`src/rtl/lcd_dma_fetch_engine.sv`:
```
`default_nettype none
// ============================================================================
// Module   : lcd_dma_fetch_engine
// Purpose  : Bus-master burst fetch stage feeding the LCD DMA FIFO. Reads the
//            frame buffer in 4/8-word bursts, either as one linear panel or
//            alternating between upper and lower panel buffers.
// Options  : LCD_DMA_PERF_EN adds the stall_cnt output (REQ cycles without
//            a grant, saturating, cleared by fp_pulse).
// Revision : 1.0 - initial release
// ============================================================================
module lcd_dma_fetch_engine #(
  parameter int ADDR_W = 32,
  parameter int DATA_W = 32,
  parameter int CNT_W  = 16
) (
  input  logic              clk,
  input  logic              rst,
  input  logic              enable,
  input  logic              dual_panel,
  input  logic              burst_sel,
  input  logic [ADDR_W-1:0] upbase,
  input  logic [ADDR_W-1:0] lpbase,
  input  logic [CNT_W-1:0]  frame_words,
  input  logic              dma_req,
  input  logic              fifofull,
  input  logic              fp_pulse,
  output logic              m_req,
  output logic [ADDR_W-1:0] m_addr,
  output logic [3:0]        m_len,
  input  logic              m_gnt,
  input  logic              m_rvalid,
  input  logic [DATA_W-1:0] m_rdata,
  input  logic              m_rlast,
  output logic              fifo_push,
  output logic [DATA_W-1:0] fifo_data,
  output logic              busy,
  output logic              frame_done
`ifdef LCD_DMA_PERF_EN
  ,
  output logic [15:0]       stall_cnt
`endif
);

  typedef enum logic [1:0] {
    ST_IDLE = 2'd0,
    ST_REQ  = 2'd1,
    ST_DATA = 2'd2,
    ST_WAIT = 2'd3
  } state_t;

  // Clears the byte-lane bits so the panel pointers stay word aligned.
  localparam logic [ADDR_W-1:0] C_ALIGN_MASK = {{(ADDR_W-2){1'b1}}, 2'b00};

  state_t              state_q;
  logic [ADDR_W-1:0]   up_ptr_q, lp_ptr_q;
  logic [CNT_W-1:0]    up_rem_q, lp_rem_q;
  logic                sel_q;       // 0 = upper panel, 1 = lower panel
  logic                fp_pend_q;   // frame pulse seen while a burst was in flight
  logic                m_req_q;
  logic [ADDR_W-1:0]   m_addr_q;
  logic [3:0]          m_len_q;
  logic                fifo_push_q;
  logic [DATA_W-1:0]   fifo_data_q;
  logic                frame_done_q;

  logic                eff_sel;
  logic [CNT_W-1:0]    sel_rem;
  logic [ADDR_W-1:0]   sel_ptr;
  logic [3:0]          max_len;
  logic [3:0]          burst_len;
  logic                all_done;
  logic                do_reload;
  logic [ADDR_W-1:0]   ptr_step;
  logic [CNT_W-1:0]    rem_step;

  // Panel choice for the next burst: empty panels are skipped in dual mode.
  always_comb begin
    eff_sel = 1'b0;
    if (dual_panel) begin
      if (sel_q) eff_sel = (lp_rem_q == '0) ? 1'b0 : 1'b1;
      else       eff_sel = (up_rem_q == '0) ? 1'b1 : 1'b0;
    end
    sel_rem   = eff_sel ? lp_rem_q : up_rem_q;
    sel_ptr   = eff_sel ? lp_ptr_q : up_ptr_q;
    max_len   = burst_sel ? 4'd8 : 4'd4;
    burst_len = (sel_rem < {{(CNT_W-4){1'b0}}, max_len}) ? sel_rem[3:0] : max_len;
    all_done  = dual_panel ? ((up_rem_q == '0) && (lp_rem_q == '0)) : (up_rem_q == '0);
    ptr_step  = {{(ADDR_W-6){1'b0}}, m_len_q, 2'b00};
    rem_step  = {{(CNT_W-4){1'b0}}, m_len_q};
    // Frame restart applies immediately when idle, or as a burst finishes.
    do_reload = (fp_pulse && ((state_q == ST_IDLE) || (state_q == ST_WAIT))) ||
                ((state_q == ST_DATA) && m_rvalid && m_rlast && (fp_pend_q || fp_pulse));
  end

  // Fetch FSM with registered bus, FIFO and status outputs.
  always_ff @(posedge clk or posedge rst) begin
    if (rst) begin
      state_q      <= ST_IDLE;
      up_ptr_q     <= '0;
      lp_ptr_q     <= '0;
      up_rem_q     <= '0;
      lp_rem_q     <= '0;
      sel_q        <= 1'b0;
      fp_pend_q    <= 1'b0;
      m_req_q      <= 1'b0;
      m_addr_q     <= '0;
      m_len_q      <= '0;
      fifo_push_q  <= 1'b0;
      fifo_data_q  <= '0;
      frame_done_q <= 1'b0;
    end else begin
      fifo_push_q  <= (state_q == ST_DATA) && m_rvalid;
      if ((state_q == ST_DATA) && m_rvalid) fifo_data_q <= m_rdata;
      frame_done_q <= 1'b0;
      case (state_q)
        ST_IDLE: begin
          if (all_done) frame_done_q <= 1'b1;
          if (!fp_pulse) begin
            if (all_done) begin
              state_q <= ST_WAIT;
            end else if (enable && dma_req && !fifofull && (sel_rem != '0)) begin
              state_q  <= ST_REQ;
              m_req_q  <= 1'b1;
              m_addr_q <= sel_ptr;
              m_len_q  <= burst_len;
              sel_q    <= eff_sel;
            end
          end
        end
        ST_REQ: begin
          if (fp_pulse) fp_pend_q <= 1'b1;
          if (m_gnt) begin
            m_req_q <= 1'b0;
            state_q <= ST_DATA;
            if (sel_q) begin
              lp_ptr_q <= lp_ptr_q + ptr_step;
              lp_rem_q <= lp_rem_q - rem_step;
            end else begin
              up_ptr_q <= up_ptr_q + ptr_step;
              up_rem_q <= up_rem_q - rem_step;
            end
          end
        end
        ST_DATA: begin
          if (fp_pulse) fp_pend_q <= 1'b1;
          if (m_rvalid && m_rlast) begin
            state_q <= ST_IDLE;
            sel_q   <= dual_panel & ~sel_q;
          end
        end
        ST_WAIT: begin
          if (fp_pulse) state_q <= ST_IDLE;
        end
        default: state_q <= ST_IDLE;
      endcase
      if (do_reload) begin
        up_ptr_q  <= upbase & C_ALIGN_MASK;
        lp_ptr_q  <= lpbase & C_ALIGN_MASK;
        up_rem_q  <= frame_words;
        lp_rem_q  <= frame_words;
        sel_q     <= 1'b0;
        fp_pend_q <= 1'b0;
      end
    end
  end

`ifdef LCD_DMA_PERF_EN
  logic [15:0] stall_cnt_q;

  // Saturating count of request cycles left waiting for a grant.
  always_ff @(posedge clk or posedge rst) begin
    if (rst) begin
      stall_cnt_q <= '0;
    end else if (fp_pulse) begin
      stall_cnt_q <= '0;
    end else if ((state_q == ST_REQ) && !m_gnt && (stall_cnt_q != 16'hFFFF)) begin
      stall_cnt_q <= stall_cnt_q + 16'd1;
    end
  end

  assign stall_cnt = stall_cnt_q;
`endif

  assign m_req      = m_req_q;
  assign m_addr     = m_addr_q;
  assign m_len      = m_len_q;
  assign fifo_push  = fifo_push_q;
  assign fifo_data  = fifo_data_q;
  assign busy       = (state_q == ST_REQ) || (state_q == ST_DATA);
  assign frame_done = frame_done_q;

endmodule
`default_nettype wire

```
`config.mk`:
```
export PLATFORM = sky130hd
export DESIGN_NAME = lcd_dma_fetch_engine
export DESIGN_NICKNAME = d
export VERILOG_FILES = /design/src/rtl/lcd_dma_fetch_engine.sv
export SDC_FILE = /design/constraint.sdc
export NUM_CORES = 1
export LEC_CHECK = 0
export ABC_AREA = 1
export CORE_ASPECT_RATIO = 2
export CORE_MARGIN = 3
export CORE_UTILIZATION = 34
export CTS_CLUSTER_SIZE = 8
export DETAILED_ROUTE_END_ITERATION = 10
export HOLD_SLACK_MARGIN = 0.03
export PLACE_DENSITY = 0.61
export SLEW_MARGIN = 20
export SYNTH_ARGS = -nofsm -noshare
export SYNTH_HDL_FRONTEND = slang
export SYNTH_SLANG_ARGS = --single-unit
export TNS_END_PERCENT = 100
```
`constraint.sdc`:
```
create_clock -name clk -period 13.35 [get_ports clk]
set_input_delay 1.335 -clock clk [delete_from_list [all_inputs] [get_ports clk]]
set_output_delay 1.335 -clock clk [all_outputs]
set_load 0.05 [all_outputs]
```
### Word level (Yosys, flattened, before mapping)

Cells that the tools add are included.

| word-level totals | value |
|---|---|
| bits in registers | 171 |
| input bits | 123 |
| word-level logic and storage cells | 118 |
| output and inout port bits | 72 |

| cells by class | value |
|---|---|
| $lt $le $gt $ge | 1 |
| equality and inequality tests | 15 |
| bitwise logic cells | 4 |
| multiplexer cells | 48 |
| reductions and logical operators | 33 |
| add/subtract/negate cells | 4 |

Operator list:

| kind | count |
|---|---|
| $mux W32 | 9 |
| $mux W16 | 9 |
| $add A32 B6 Y32 | 2 |
| $logic_not A16 Y1 | 2 |
| $sub A16 B4 Y16 | 2 |
| $mux W1 | 19 |
| $lt A16 B4 Y1 | 1 |
| $reduce_bool A16 Y1 | 1 |
| $reduce_and A5 Y1 | 3 |
| $mux W2 | 6 |
| $reduce_bool A2 Y1 | 6 |
| $logic_and A1 B1 Y1 | 9 |
| $ne A3 B2 Y1 const B | 3 |
| $mux W4 | 2 |
| $ne A2 B2 Y1 const B | 4 |
| $pmux W2 S4 | 1 |
| $ne A2 B1 Y1 const B | 3 |
| $ne A3 B3 Y1 const B | 2 |
| $reduce_and A3 Y1 | 2 |
| $eq A2 B2 Y1 const B | 2 |
| $logic_or A1 B1 Y1 | 4 |
| $pmux W1 S2 | 2 |
| $reduce_and A4 Y1 | 1 |
| $not A1 Y1 | 3 |
| other kinds (7) | 7 |

### Longest topological paths before layout

Gate-level depths: netlist of run 1.

| logic depth | value |
|---|---|
| depth after elaboration | 12 |
| mapped depth | 16 |
| depth with buffers taken out | 16 |

### Least setup slack after synthesis of run 1

OpenSTA, ideal clock, no wires.

| path | value |
|---|---|
| kind | input port to flip-flop |
| start | input port dual_panel |
| end | register m_len_q[3] (netlist: m_len[3]) |
| cell stages on the path | 14 |
| arrival time | 2.533 ns |
| path slack | 10.698 ns |
| buffers on the path | 0 |
| required time | 13.232 ns |
| library setup time | 0.118 ns |
| cells stage by stage | inv_1 > nor2_1 > nand3_2 > nand2_4 > inv_6 > nand2_1 > nand2_1 > ha_1 > nand2_2 > nand2_1 > nand2_1 > nand2_1 > nand2_1 > nand2_1 |

| between the ends | value |
|---|---|
| word-level cells in the longest chain between the ends | 5 |
| elaborated cells on any way between the ends | 9 |
| classes of those cells | order compare: 1; mux: 4; bitwise: 1; reduce/logical: 3 |

Ends and longest elaborated chain:

| element | line | text |
|---|---|---|
| start: declaration | 19 | `input logic dual_panel,` |
| parallel branches: the longest is 5 deep, another holds $lt A16 B4 Y1 | n/a |  |
| end signal: assignment | 125 | `m_len_q <= burst_len;` |
| end: declaration | 61 | `logic [3:0] m_len_q;` |

Parallel ways; which one is timed is not known.
A chain may end at the register's enable or synchronous reset.

### Final worst setup path of run 1

| path | value |
|---|---|
| start | input port m_rvalid |
| end | register lp_ptr_q[21] |

| between the ends | value |
|---|---|
| word-level cells in the longest chain between the ends | 6 |
| elaborated cells on any way between the ends | 9 |
| classes of those cells | mux: 1; reduce/logical: 8 |

Ends and longest elaborated chain:

| element | line | text |
|---|---|---|
| start: declaration | 31 | `input logic m_rvalid,` |
| $logic_and A1 B1 Y1 (*) (3 in series) | 92 | `((state_q == ST_DATA) && m_rvalid && m_rlast && (fp_pend_q \|\| fp_pulse));` |
| $logic_or A1 B1 Y1 (*) | 91 | `do_reload = (fp_pulse && ((state_q == ST_IDLE) \|\| (state_q == ST_WAIT))) \|\|` |
| $reduce_bool A2 Y1 (no line) | n/a |  |
| $reduce_and A3 Y1 (no line) | n/a |  |
| end signal: assignment | 136 | `lp_ptr_q <= lp_ptr_q + ptr_step;` |
| end signal: assignment | 158 | `lp_ptr_q <= lpbase & C_ALIGN_MASK;` |
| end: declaration | 55 | `logic [ADDR_W-1:0] up_ptr_q, lp_ptr_q;` |

Mark *: on every way between the ends. The rest lies on a longest branch, timed or not.

==> summary.txt, run 1 <==
Unrepaired setup endpoints after global routing - false
DRT Pass-1 Iters - 4
Global-route wire length before repair - 52,800 microns
Cell Chain, Critical Path - clkdlybuf4s50_1 -> nand2_2 -> inv_2 -> nand2_2 -> o21ai_4 -> nand2_4 -> buf_4 -> inv_6 -> nor2_8 -> inv_2 -> o21ai_0 -> inv_1 -> nand2_1 -> o21ai_1
Worst Max-Slew Pin Slew - 1.00 ns
Root Buffer - clkbuf_16
I/O Pins - 195
Filler cells - 3,004
Final Max Tran Viols - 0
Ys flop type - dfrtp_1
Grt met2 use - 39.4%
ANT cells - 0
Met3 Use GR - 3.77%
Syn avg cell area - 7.49 sq um
CTS tree - built
Fmax - 184 MHz
MaxCap Viol Count - 0
WL/cell - 18.5 microns
# DRC - 0
Crit path DAT - 5.74 ns
Die extent in x - 128 microns
Syn-to-layout area delta - 26.0%
Dpl ws - 7.44 ns
Iter 0 DRT Violations - 530
WP data required - 13.65 ns
Cell area after synthesis - 10,100 sq um
Final wirelength - 34,700 microns
ANT nets after route - 0
EDFF count, synth - 0
VDD IR max - 138 uV
Max incr delay on CP - 0.70 ns
Via count - 9,691
Vias per std cell - 5.15
Num CTS Buffers - 17
Slowest CP cell - buf_4
Tcrit/Tclk final - 40.7%
Register Area - 4130 sq um
Sequential cell area fraction in the yosys report - 40.9%
Final core occ - 43.8%
Synth area leaders - dfrtp_1 41%, nand2_1 16%, nand3_1 4.5%
Critical path startpoint category - primary input
Initial antenna violation count - 0
Total leakage power - 5.71 nW
Outcome - completed
Proportion of netlist area held by the largest area contributor - 40.9%
GR Util All Layers - 21.5%
DP Area - 12,100 sq um
GRT busiest layer - met2
Largest net degree at the start of global routing - 94
Delay-heaviest family, CP - buffers and inverters
Placer congestion estimate - 0.930
Clock Skew - 0.0130 ns
Flops & latches, synth - 165
Total gr overflow - 0
Rows - 88
Starting Density - 34.8%
PnR worst setup slack - 7.91 ns
Final HPWL DP - 26,500 microns
Die area - 32,000 sq um
Cell Pwr Density - 252 nW/um^2
PortBufs - 188
Relative max-transition margin - 33.3%
Min Tclk post-route - 5.44 ns
Worst-path fanout max - 83
Critical path class - in2reg
Post-CTS Resized - 0
Syn. warnings - 0
Crit path buffers/inverters - 6
Depth of the CTS H-tree - 4
Post-synthesis instance total - 1,349
Top cell type by total area after synthesis - dfrtp_1
Setup TNS - 0 ns
CTS Buffer Depth - 2
Area of the core - 29,100 sq um
Setup crit end kind - register
Count of cell types in the netlist - 53
Final setup violation count - 0
Vias in the first global route - 9,656
Layout cell share with drive strength beyond 1 - 6.31%
Total clock sinks - 165
Worst hold path class - reg2reg
Met1 GRT Util - 21.5%
Nets@finish - 1,657
Post-synthesis async set-or-reset flop share - 100%
Worst-path clk slew - 0.07 ns
Final Hold Vio Count - 0
Hold-fix buffers at CTS - 0
Post CTS Setup Buffer Count - 0
Die H - 250 microns
Multi-input gate area - 5150 sq um
Worst-skew pair later-pin latency - 0.45 ns
Final Cell Area - 12,700 sq um
## placed cells by master, fill, tap and decap left out, drive strengths merged
cell,instances
a211oi,2
a21o,2
a21oi,30
a31oi,15
and3b,1
buf,3
bufinv,2
clkbuf,19
clkdlybuf4s50,188
clkinv,4
clkinvlp,2
conb,2
dfrtp,165
fa,4
ha,21
inv,135
nand2,435
nand3,96
nand3b,5
nand4,24
nor2,129
nor3,25
nor3b,1
nor4,3
o211ai,22
o21ai,119
o21bai,6
o221a,1
o221ai,8
o22ai,10
o311ai,6
o31ai,3
or2,2
xnor2,7
xor2,25
## through the flow
step / cells / power, W / hold WS, ns
2_1_floorplan: 1350 / 0.00214 / 0.479
3_3_place_gp: 1850 / 0.00268 / 0.462
6_report: 1882 / 0.00321 / 0.481
5_1_grt: 1882 / 0.00343 / 0.499
4_1_cts: 1882 / 0.00322 / 0.486
3_5_place_dp: 1850 / 0.00271 / 0.468
## layout make-up
type | instances | area share, %
inverters | 130 | 3.99
clock inverters | 13 | 1.12
flip-flops and latches | 165 | 32.4
multi-input cells | 1004 | 40.5
clock buffers | 19 | 3.48
well taps | 360 | 3.54
repair buffers | 191 | 15.0
## worst min-delay path, delay by kind of cell (launching register included)
kind / cells / cell delay [ns]
DFF: 1 / 0.34
and+or+nand+nor: 2 / 0.11
## cells in the mapped netlist (2+ instances only)
master	count
o21ai_1	59
nand2_4	3
nor2_4	5
xor2_1	25
o221ai_1	8
o21ai_2	3
o311ai_0	5
dfrtp_1	165
or2_2	2
o21ai_0	56
nor3_1	20
o31ai_1	2
nand3_2	4
a211oi_1	2
nand3_1	91
nor2_8	3
nor2_1	113
nand2_2	10
nor3_2	5
inv_6	2
o211ai_1	22
xnor2_1	7
nand3b_1	5
clkbuf_1	11
nand2_1	422
buf_4	11
nor2_2	8
a31oi_1	15
inv_2	7
a21o_1	2
fa_1	4
nand4_1	24
o22ai_1	10
buf_2	18
buf_6	9
nor4_1	3
ha_1	21
o21bai_1	6
inv_1	120
a21oi_1	28
## path summary, 6_finish.rpt
path                            cells past startpoint                       end  slack (ns)                      from
worst min-delay path                                2  fifo_data[2]$_DFFE_PP0P_        0.48  fifo_data[2]$_DFFE_PP0P_
worst max-delay path                               14  lp_ptr_q[21]$_DFFE_PP0P_        7.91                  m_rvalid
worst min register to register                      2  fifo_data[2]$_DFFE_PP0P_        0.48  fifo_data[2]$_DFFE_PP0P_
worst max register to register                     15  lp_ptr_q[21]$_DFFE_PP0P_        8.52    state_q[0]$_DFFE_PP0P_
min in group asynchronous                           2  up_ptr_q[22]$_DFFE_PP0P_        1.42                       rst
max in group asynchronous                           3   lp_ptr_q[5]$_DFFE_PP0P_       10.34                       rst
## where the power goes
part	total, W	leakage (nW)	switching (W)	internal [W]
registers	0.000997	2.02	0.000263	0.000734
logic	0.00171	3.40	0.00114	0.000563
clock network	0.000503	0.285	0.000220	0.000283
total	0.00321	5.71	0.00163	0.00158
## flip-flops by register name, summed over array words and instances, names as in the netlist
name and flops:
m_len 4, m_addr 30, lp_rem_q 16, lp_ptr_q 30
fifo_push 1, fp_pend_q 1, m_req 1, up_ptr_q 30
fifo_data 32, sel_q 1, up_rem_q 16, frame_done 1
state_q 2
## metal layers
metal / share of wire (%) / wire length (microns) / up-vias
li1: - / - / 4749
met1: 35 / 12300 / 4527
met2: 53 / 18400 / 313
met3: 4.4 / 1520 / 102
met4: 7.3 / 2540 / 0
met5: 0 / 0 / -
## cell families after synthesis
logic type	after synthesis	synth area share, %
buffers and inverters	181	8.18
DFF	165	40.9
xor gates and xnor gates	32	2.77
other	1	0.0371
and+or+nand+nor	721	31.4
adders and majority gates	25	3.39
AOI/OAI and AO/OA	224	13.3
No activity file was read; power rests on OpenSTA's default activity.
==> inputs of run 2 (changes only) <==
==> constraint.sdc (replaced) <==
create_clock -name clk -period 5.4 [get_ports clk]
set_input_delay 0.54 -clock clk [delete_from_list [all_inputs] [get_ports clk]]
set_output_delay 0.54 -clock clk [all_outputs]
set_load 0.05 [all_outputs]
==> summary.txt, run 2 (same netlist as run 1, synthesis figures left out) <==
CTS tree - built (unchanged)
Worst-skew pair later-pin latency - 0.45 ns (about the same)
PnR worst setup slack - 1.82 ns (was 7.91 ns)
Total gr overflow - 0 (unchanged)
Delay-heaviest family, CP - buffers and inverters (unchanged)
Die extent in x - 128 microns (unchanged)
CTS Buffer Depth - 2 (unchanged)
WP data required - 5.70 ns (was 13.65 ns)
Post CTS Setup Buffer Count - 0 (unchanged)
Worst-path clk slew - 0.07 ns (about the same)
GR Util All Layers - 22.6% (was 21.5%)
WL/cell - 19.2 microns (was 18.5 microns)
VDD IR max - 291 uV (was 138 uV)
Placer congestion estimate - 0.934 (was 0.930)
ANT nets after route - 0 (unchanged)
Rows - 88 (unchanged)
Hold-fix buffers at CTS - 0 (unchanged)
Worst Max-Slew Pin Slew - 0.945 ns (was 1.00 ns)
Commonest non-fill, non-tap cell in the layout - nand2_1 (unchanged)
Dpl ws - 1.47 ns (was 7.44 ns)
Worst hold path class - reg2reg (unchanged)
Max incr delay on CP - 0.60 ns (was 0.70 ns)
Area of the core - 29,100 sq um (unchanged)
Most frequent cells in the layout - 422 x nand2_1, 188 x clkdlybuf4s50_1, 165 x dfrtp_1, 119 x inv_1, 113 x nor2_1 (unchanged)
Final wirelength - 36,200 microns (was 34,700 microns)
Iter 0 DRT Violations - 555 (was 530)
Vias in the first global route - 9,862 (was 9,656)
Final Hold Vio Count - 0 (unchanged)
Slowest CP cell - inv_2 (was buf_4)
Syn-to-layout area delta - 26.4% (was 26.0%)
Total clock sinks - 165 (unchanged)
Worst-path fanout max - 69 (was 83)
ANT cells - 0 (unchanged)
Total power draw - 0.00802 W (was 0.00321 W)
Max reg flops - 32 (unchanged)
Setup crit end kind - register (unchanged)
Largest net degree at the start of global routing - 88 (was 94)
Layout cell share with drive strength beyond 1 - 6.42% (was 6.31%)
Crit path buffers/inverters - 5 (was 6)
MaxCap Viol Count - 0 (unchanged)
Clock Skew - 0.00992 ns (was 0.0130 ns)
Cell Pwr Density - 628 nW/um^2 (was 252 nW/um^2)
Min Tclk post-route - 3.58 ns
Initial antenna violation count - 0 (unchanged)
Die area - 32,000 sq um (unchanged)
Tcrit/Tclk final - 66.3%
Post-CTS Resized - 0 (unchanged)
Root Buffer - clkbuf_16 (unchanged)
Crit path DAT - 3.88 ns (was 5.74 ns)
Final HPWL DP - 27,700 microns (was 26,500 microns)
Relative max-transition margin - 37.0% (was 33.3%)
Critical path startpoint category - register (was primary input)
Num CTS Buffers - 17 (unchanged)
Fmax - 279 MHz
Cell Chain, Critical Path - inv_1 -> ha_1 -> nand2_2 -> inv_2 -> nand2_2 -> o21ai_4 -> nand2_4 -> inv_6 -> buf_4 -> nor2_2 -> buf_4 -> o21ai_0 -> o211ai_1 (was clkdlybuf4s50_1 -> nand2_2 -> inv_2 -> nand2_2 -> o21ai_4 -> nand2_4 -> buf_4 -> inv_6 -> nor2_8 -> inv_2 -> o21ai_0 -> inv_1 -> nand2_1 -> o21ai_1)
Die H - 250 microns (unchanged)
Total leakage power - 5.73 nW (was 5.71 nW)
Via count - 9,887 (was 9,691)
Vias per std cell - 5.24 (was 5.15)
Depth of the CTS H-tree - 4 (unchanged)
Critical path class - reg2reg (was in2reg)
Outcome - completed (unchanged)
Starting Density - 34.8% (unchanged)
Setup TNS - 0 ns (unchanged)
Global-route wire length before repair - 54,900 microns (was 52,800 microns)
I/O Pins - 195 (unchanged)
Final Max Tran Viols - 0 (unchanged)
PortBufs - 188 (unchanged)
# DRC - 0 (unchanged)
Final setup violation count - 0 (unchanged)
Nets@finish - 1,661 (was 1,657)
DRT Pass-1 Iters - 5 (was 4)
Unrepaired setup endpoints after global routing - false (unchanged)
-- run 2: cell count changes in the layout (fill, tap and decap cells not counted), sizes merged --
cell	before	now
buf	3	7
inv	135	131
clkbuf	19	21
bufinv	2	3
clkinvlp	2	3
-- run 2: final timing paths --
check	start	endpoint	slack [ns]	cells past startpoint
worst max-delay path	state_q[0]$_DFFE_PP0P_	up_ptr_q[26]$_DFFE_PP0P_	1.82	13
worst min-delay path	fifo_data[6]$_DFFE_PP0P_	fifo_data[6]$_DFFE_PP0P_	0.48	2
worst max register to register	state_q[0]$_DFFE_PP0P_	up_ptr_q[26]$_DFFE_PP0P_	1.82	13
worst min register to register	fifo_data[6]$_DFFE_PP0P_	fifo_data[6]$_DFFE_PP0P_	0.48	2
max in group asynchronous	rst	lp_ptr_q[7]$_DFFE_PP0P_	3.69	3
min in group asynchronous	rst	up_ptr_q[22]$_DFFE_PP0P_	0.58	2
-- run 2: power breakdown --
group | total (W) | internal [W] | switching [W]
clock network | 0.00127 | 0.000741 | 0.000532
registers | 0.00247 | 0.00182 | 0.000651
logic | 0.00428 | 0.00140 | 0.00287
total | 0.00802 | 0.00396 | 0.00406
-- run 2: stage by stage --
step | hold slack (ns) | area [sq um] | std cells | utilization (%)
2_1_floorplan | 0.479 | 10100 | 1350 | -
3_3_place_gp | 0.462 | 12200 | 1854 | 41.9
3_5_place_dp | 0.465 | 12200 | 1854 | 41.9
4_1_cts | 0.483 | 12800 | 1886 | 43.9
5_1_grt | 0.503 | 12800 | 1886 | 43.9
6_report | 0.477 | 12800 | 1886 | 43.9
-- run 2: final cells by class --
cell class                      instances  area (sq um)
Timing Repair Buffer                  195          1930
Sequential cell                       165          4130
Multi-Input combinational cell       1004          5150
Clock buffer                           21           450
Fill cell                            2999         16300
Inverter                              130           508
Clock inverter                         11           149
Tap cell                              360           450
-- run 2: metal layers --
layer  GRT usage (%)  vias up  routed length (microns)
met1            22.5     4651                    12500
met4            14.8        0                     2550
met2            41.7      367                    19300
li1                -     4761                        -
met5               0        -                        0
met3            3.96      108                     1810
-- run 2: worst register-to-register path: cells and delay by family (launching register included) --
kind                     cells  cell delay (ns)
flip-flops                   1             0.42
AO/OA/AOI/OAI                3             0.35
AND/OR/NAND/NOR              4             0.79
buffers and inverters        5             1.67
adder cells (fa/ha/maj)      1             0.19
==> inputs of run 3 (changes only) <==
--- a/config.mk
+++ b/config.mk
@@ -12,7 +12,7 @@
 export CTS_CLUSTER_SIZE = 8
 export DETAILED_ROUTE_END_ITERATION = 10
 export HOLD_SLACK_MARGIN = 0.03
-export PLACE_DENSITY = 0.61
+export PLACE_DENSITY = 0.63
 export SLEW_MARGIN = 20
 export SYNTH_ARGS = -nofsm -noshare
 export SYNTH_HDL_FRONTEND = slang
==> constraint.sdc (replaced) <==
create_clock -name clk -period 2.9 [get_ports clk]
set_input_delay 0.29 -clock clk [delete_from_list [all_inputs] [get_ports clk]]
set_output_delay 0.29 -clock clk [all_outputs]
set_load 0.05 [all_outputs]
==> summary.txt, run 3 (same netlist as run 1, synthesis figures left out) <==
Critical path startpoint category - register (unchanged)
Outcome - completed (unchanged)
Post CTS Setup Buffer Count - 0 (unchanged)
Multi-input gate area - 5150 sq um (unchanged)
Register Area - 4130 sq um (unchanged)
Cells after DPL - 1,871 (was 1,854)
Final core occ - 44.7% (was 43.9%)
Nets@finish - 1,678 (was 1,661)
Tcrit/Tclk final - 87.5% (was 66.3%)
Total clock sinks - 165 (unchanged)
Depth of the CTS H-tree - 4 (unchanged)
CTS tree - built (unchanged)
Final Max Tran Viols - 0 (unchanged)
Dpl ws - 0.361 ns (was 1.47 ns)
Max incr delay on CP - 0.51 ns (was 0.60 ns)
Max reg flops - 32 (unchanged)
Vias per std cell - 5.16 (was 5.24)
R2R cell count - 13 (unchanged)
Fmax - 394 MHz (was 279 MHz)
MaxCap Viol Count - 0 (unchanged)
Sequential Power Share - 30.4% (was 30.8%)
Iter 0 DRT Violations - 547 (was 555)
ANT cells - 0 (unchanged)
Comb pwr share - 53.7% (was 53.4%)
Setup TNS - 0 ns (unchanged)
Most frequent CP cell - nand2_1
DRT Pass-1 Iters - 5 (unchanged)
Unrepaired setup endpoints after global routing - false (unchanged)
Worst hold path class - in2async (was reg2reg)
CTS Buffer Depth - 2 (unchanged)
Critical path class - reg2reg (unchanged)
Most frequent cells in the layout - 422 x nand2_1, 188 x clkdlybuf4s50_1, 165 x dfrtp_1, 119 x inv_1, 113 x nor2_1 (unchanged)
Clock Skew - 0.0162 ns (was 0.00992 ns)
Die H - 250 microns (unchanged)
Slowest CP cell - dfrtp_1 (was inv_2)
VDD IR max - 541 uV (was 291 uV)
Num CTS Buffers - 17 (unchanged)
Layout Cells excl Fill - 1,903 (was 1,886)
Layout cell share with drive strength beyond 1 - 7.65% (was 6.42%)
Final HPWL DP - 28,200 microns (was 27,700 microns)
Total gr overflow - 0 (unchanged)
Final setup violation count - 0 (unchanged)
Root Buffer - clkbuf_16 (unchanged)
Total power draw - 0.0151 W (was 0.00802 W)
CP Capture Point - up_ptr_q[20]$_DFFE_PP0P_ (was up_ptr_q[26]$_DFFE_PP0P_)
Cell Chain, Critical Path - ha_1 -> inv_1 -> fa_1 -> inv_1 -> nand3_1 -> nand2_1 -> nand2_1 -> nor2_2 -> nand3b_1 -> nor2_1 -> xor2_1 -> nand2_1 -> o211ai_1 (was inv_1 -> ha_1 -> nand2_2 -> inv_2 -> nand2_2 -> o21ai_4 -> nand2_4 -> inv_6 -> buf_4 -> nor2_2 -> buf_4 -> o21ai_0 -> o211ai_1)
Final wirelength - 35,600 microns (was 36,200 microns)
Reg2reg end - up_ptr_q[20]$_DFFE_PP0P_ (was up_ptr_q[26]$_DFFE_PP0P_)
Placer congestion estimate - 0.933 (was 0.934)
Crit path buffers/inverters - 2 (was 5)
Worst-skew pair later-pin latency - 0.46 ns (was 0.45 ns)
Global-route wire length before repair - 53,900 microns (was 54,900 microns)
Worst-path fanout max - 7 (was 69)
Reg2reg start - m_len[0]$_DFFE_PP0P_ (was state_q[0]$_DFFE_PP0P_)
Delay-heaviest family, CP - simple AND/OR/NAND/NOR gates (was buffers and inverters)
Starting Density - 34.8% (unchanged)
PortBufs - 188 (unchanged)
Initial antenna violation count - 0 (unchanged)
Setup crit end kind - register (unchanged)
Min Tclk post-route - 2.54 ns (was 3.58 ns)
PnR worst setup slack - 0.362 ns (was 1.82 ns)
Levels on crit path - 13 (unchanged)
Commonest non-fill, non-tap cell in the layout - nand2_1 (unchanged)
WP data required - 3.26 ns (was 5.70 ns)
Die area - 32,000 sq um (unchanged)
Net Switching - 0.00764 W (was 0.00406 W)
Syn-to-layout area delta - 28.5% (was 26.4%)
Filler cells - 2,957 (was 2,999)
Crit path DAT - 2.90 ns (was 3.88 ns)
Worst Max-Slew Pin Slew - 0.683 ns (was 0.945 ns)
ANT nets after route - 0 (unchanged)
Clock power frac - 15.9% (about the same)
GR Util All Layers - 22.3% (was 22.6%)
Cell Pwr Density - 1160 nW/um^2 (was 628 nW/um^2)
Total leakage power - 5.85 nW (was 5.73 nW)
I/O Pins - 195 (unchanged)
Hold-fix buffers at CTS - 0 (unchanged)
Rows - 88 (unchanged)
Flop2flop setup slack - 0.36 ns (was 1.82 ns)
Critical path origin - m_len[0]$_DFFE_PP0P_ (was state_q[0]$_DFFE_PP0P_)
Area of the core - 29,100 sq um (unchanged)
Vias in the first global route - 9,872 (was 9,862)
Worst-path clk slew - 0.07 ns (about the same)
Post-CTS Resized - 0 (unchanged)
WL/cell - 18.7 microns (was 19.2 microns)
Via count - 9,821 (was 9,887)
Switch share - 50.7% (was 50.6%)
Relative max-transition margin - 54.4% (was 37.0%)
# DRC - 0 (unchanged)
Die extent in x - 128 microns (unchanged)
Final Hold Vio Count - 0 (unchanged)
Largest net degree at the start of global routing - 83 (was 88)
Internal - 0.00744 W (was 0.00396 W)
[run 3: changes by cell type in the layout (fill, tap and decap cells not counted)]
cell        delta
buf_4         +11
buf_12         +6
inv_6          +4
clkbuf_1       -3
clkinv_2       -2
bufinv_16      -1
clkbuf_8       +1
clkinv_4       +1
clkinvlp_4     -1
inv_8          +1
[run 3: area by class of cell]
| cell class | instances | area share [%] |
|---|---|---|
| Tap cell | 360 | 3.47 |
| Sequential cell | 165 | 31.8 |
| Inverter | 130 | 3.90 |
| Multi-Input combinational cell | 1004 | 39.7 |
| Clock buffer | 19 | 3.49 |
| Clock inverter | 13 | 1.21 |
| Timing Repair Buffer | 212 | 16.5 |
[run 3: metrics by stage]
stage	hold slack [ns]	instance area, sq um
global route	0.323	13000
global placement	0.461	12400
CTS	0.301	13000
finish	0.294	13000
floorplan	0.400	10100
detailed placement	0.464	12400
[run 3: worst min path at each step]
stage,end
floorplan,fifo_data[0]$_DFFE_PP0P_
global placement,fifo_data[2]$_DFFE_PP0P_
detailed placement,fifo_data[10]$_DFFE_PP0P_
CTS,fifo_data[0]$_DFFE_PP0P_
global route,fifo_data[18]$_DFFE_PP0P_
finish,up_ptr_q[22]$_DFFE_PP0P_
[run 3: layer usage]
metal	part of all wire [%]	track usage (%)	up-vias
met5	0	0	-
met4	7.4	16.2	0
met3	5.3	3.51	103
met2	54	41.1	378
met1	33	21.7	4541
li1	-	-	4799
[run 3: worst reg2reg max path, delay by kind of cell, from the launching register on]
kind | cells | cell delay (ns)
buffers and inverters | 2 | 0.13
adders and majority gates | 2 | 0.64
AOI/OAI and AO/OA | 1 | 0.08
and+or+nand+nor | 7 | 0.93
DFF | 1 | 0.51
xor gates and xnor gates | 1 | 0.16
[run 3: power by group through the flow]
stage | clock (W) | combinational [W] | sequential, W
after floorplan | 0 | 0.00418 | 0.00568
after global placement | 0 | 0.00803 | 0.00456
after detailed placement | 0 | 0.00814 | 0.00460
after CTS | 0.00243 | 0.00816 | 0.00457
after global routing | 0.00254 | 0.00887 | 0.00470
final | 0.00239 | 0.00810 | 0.00458
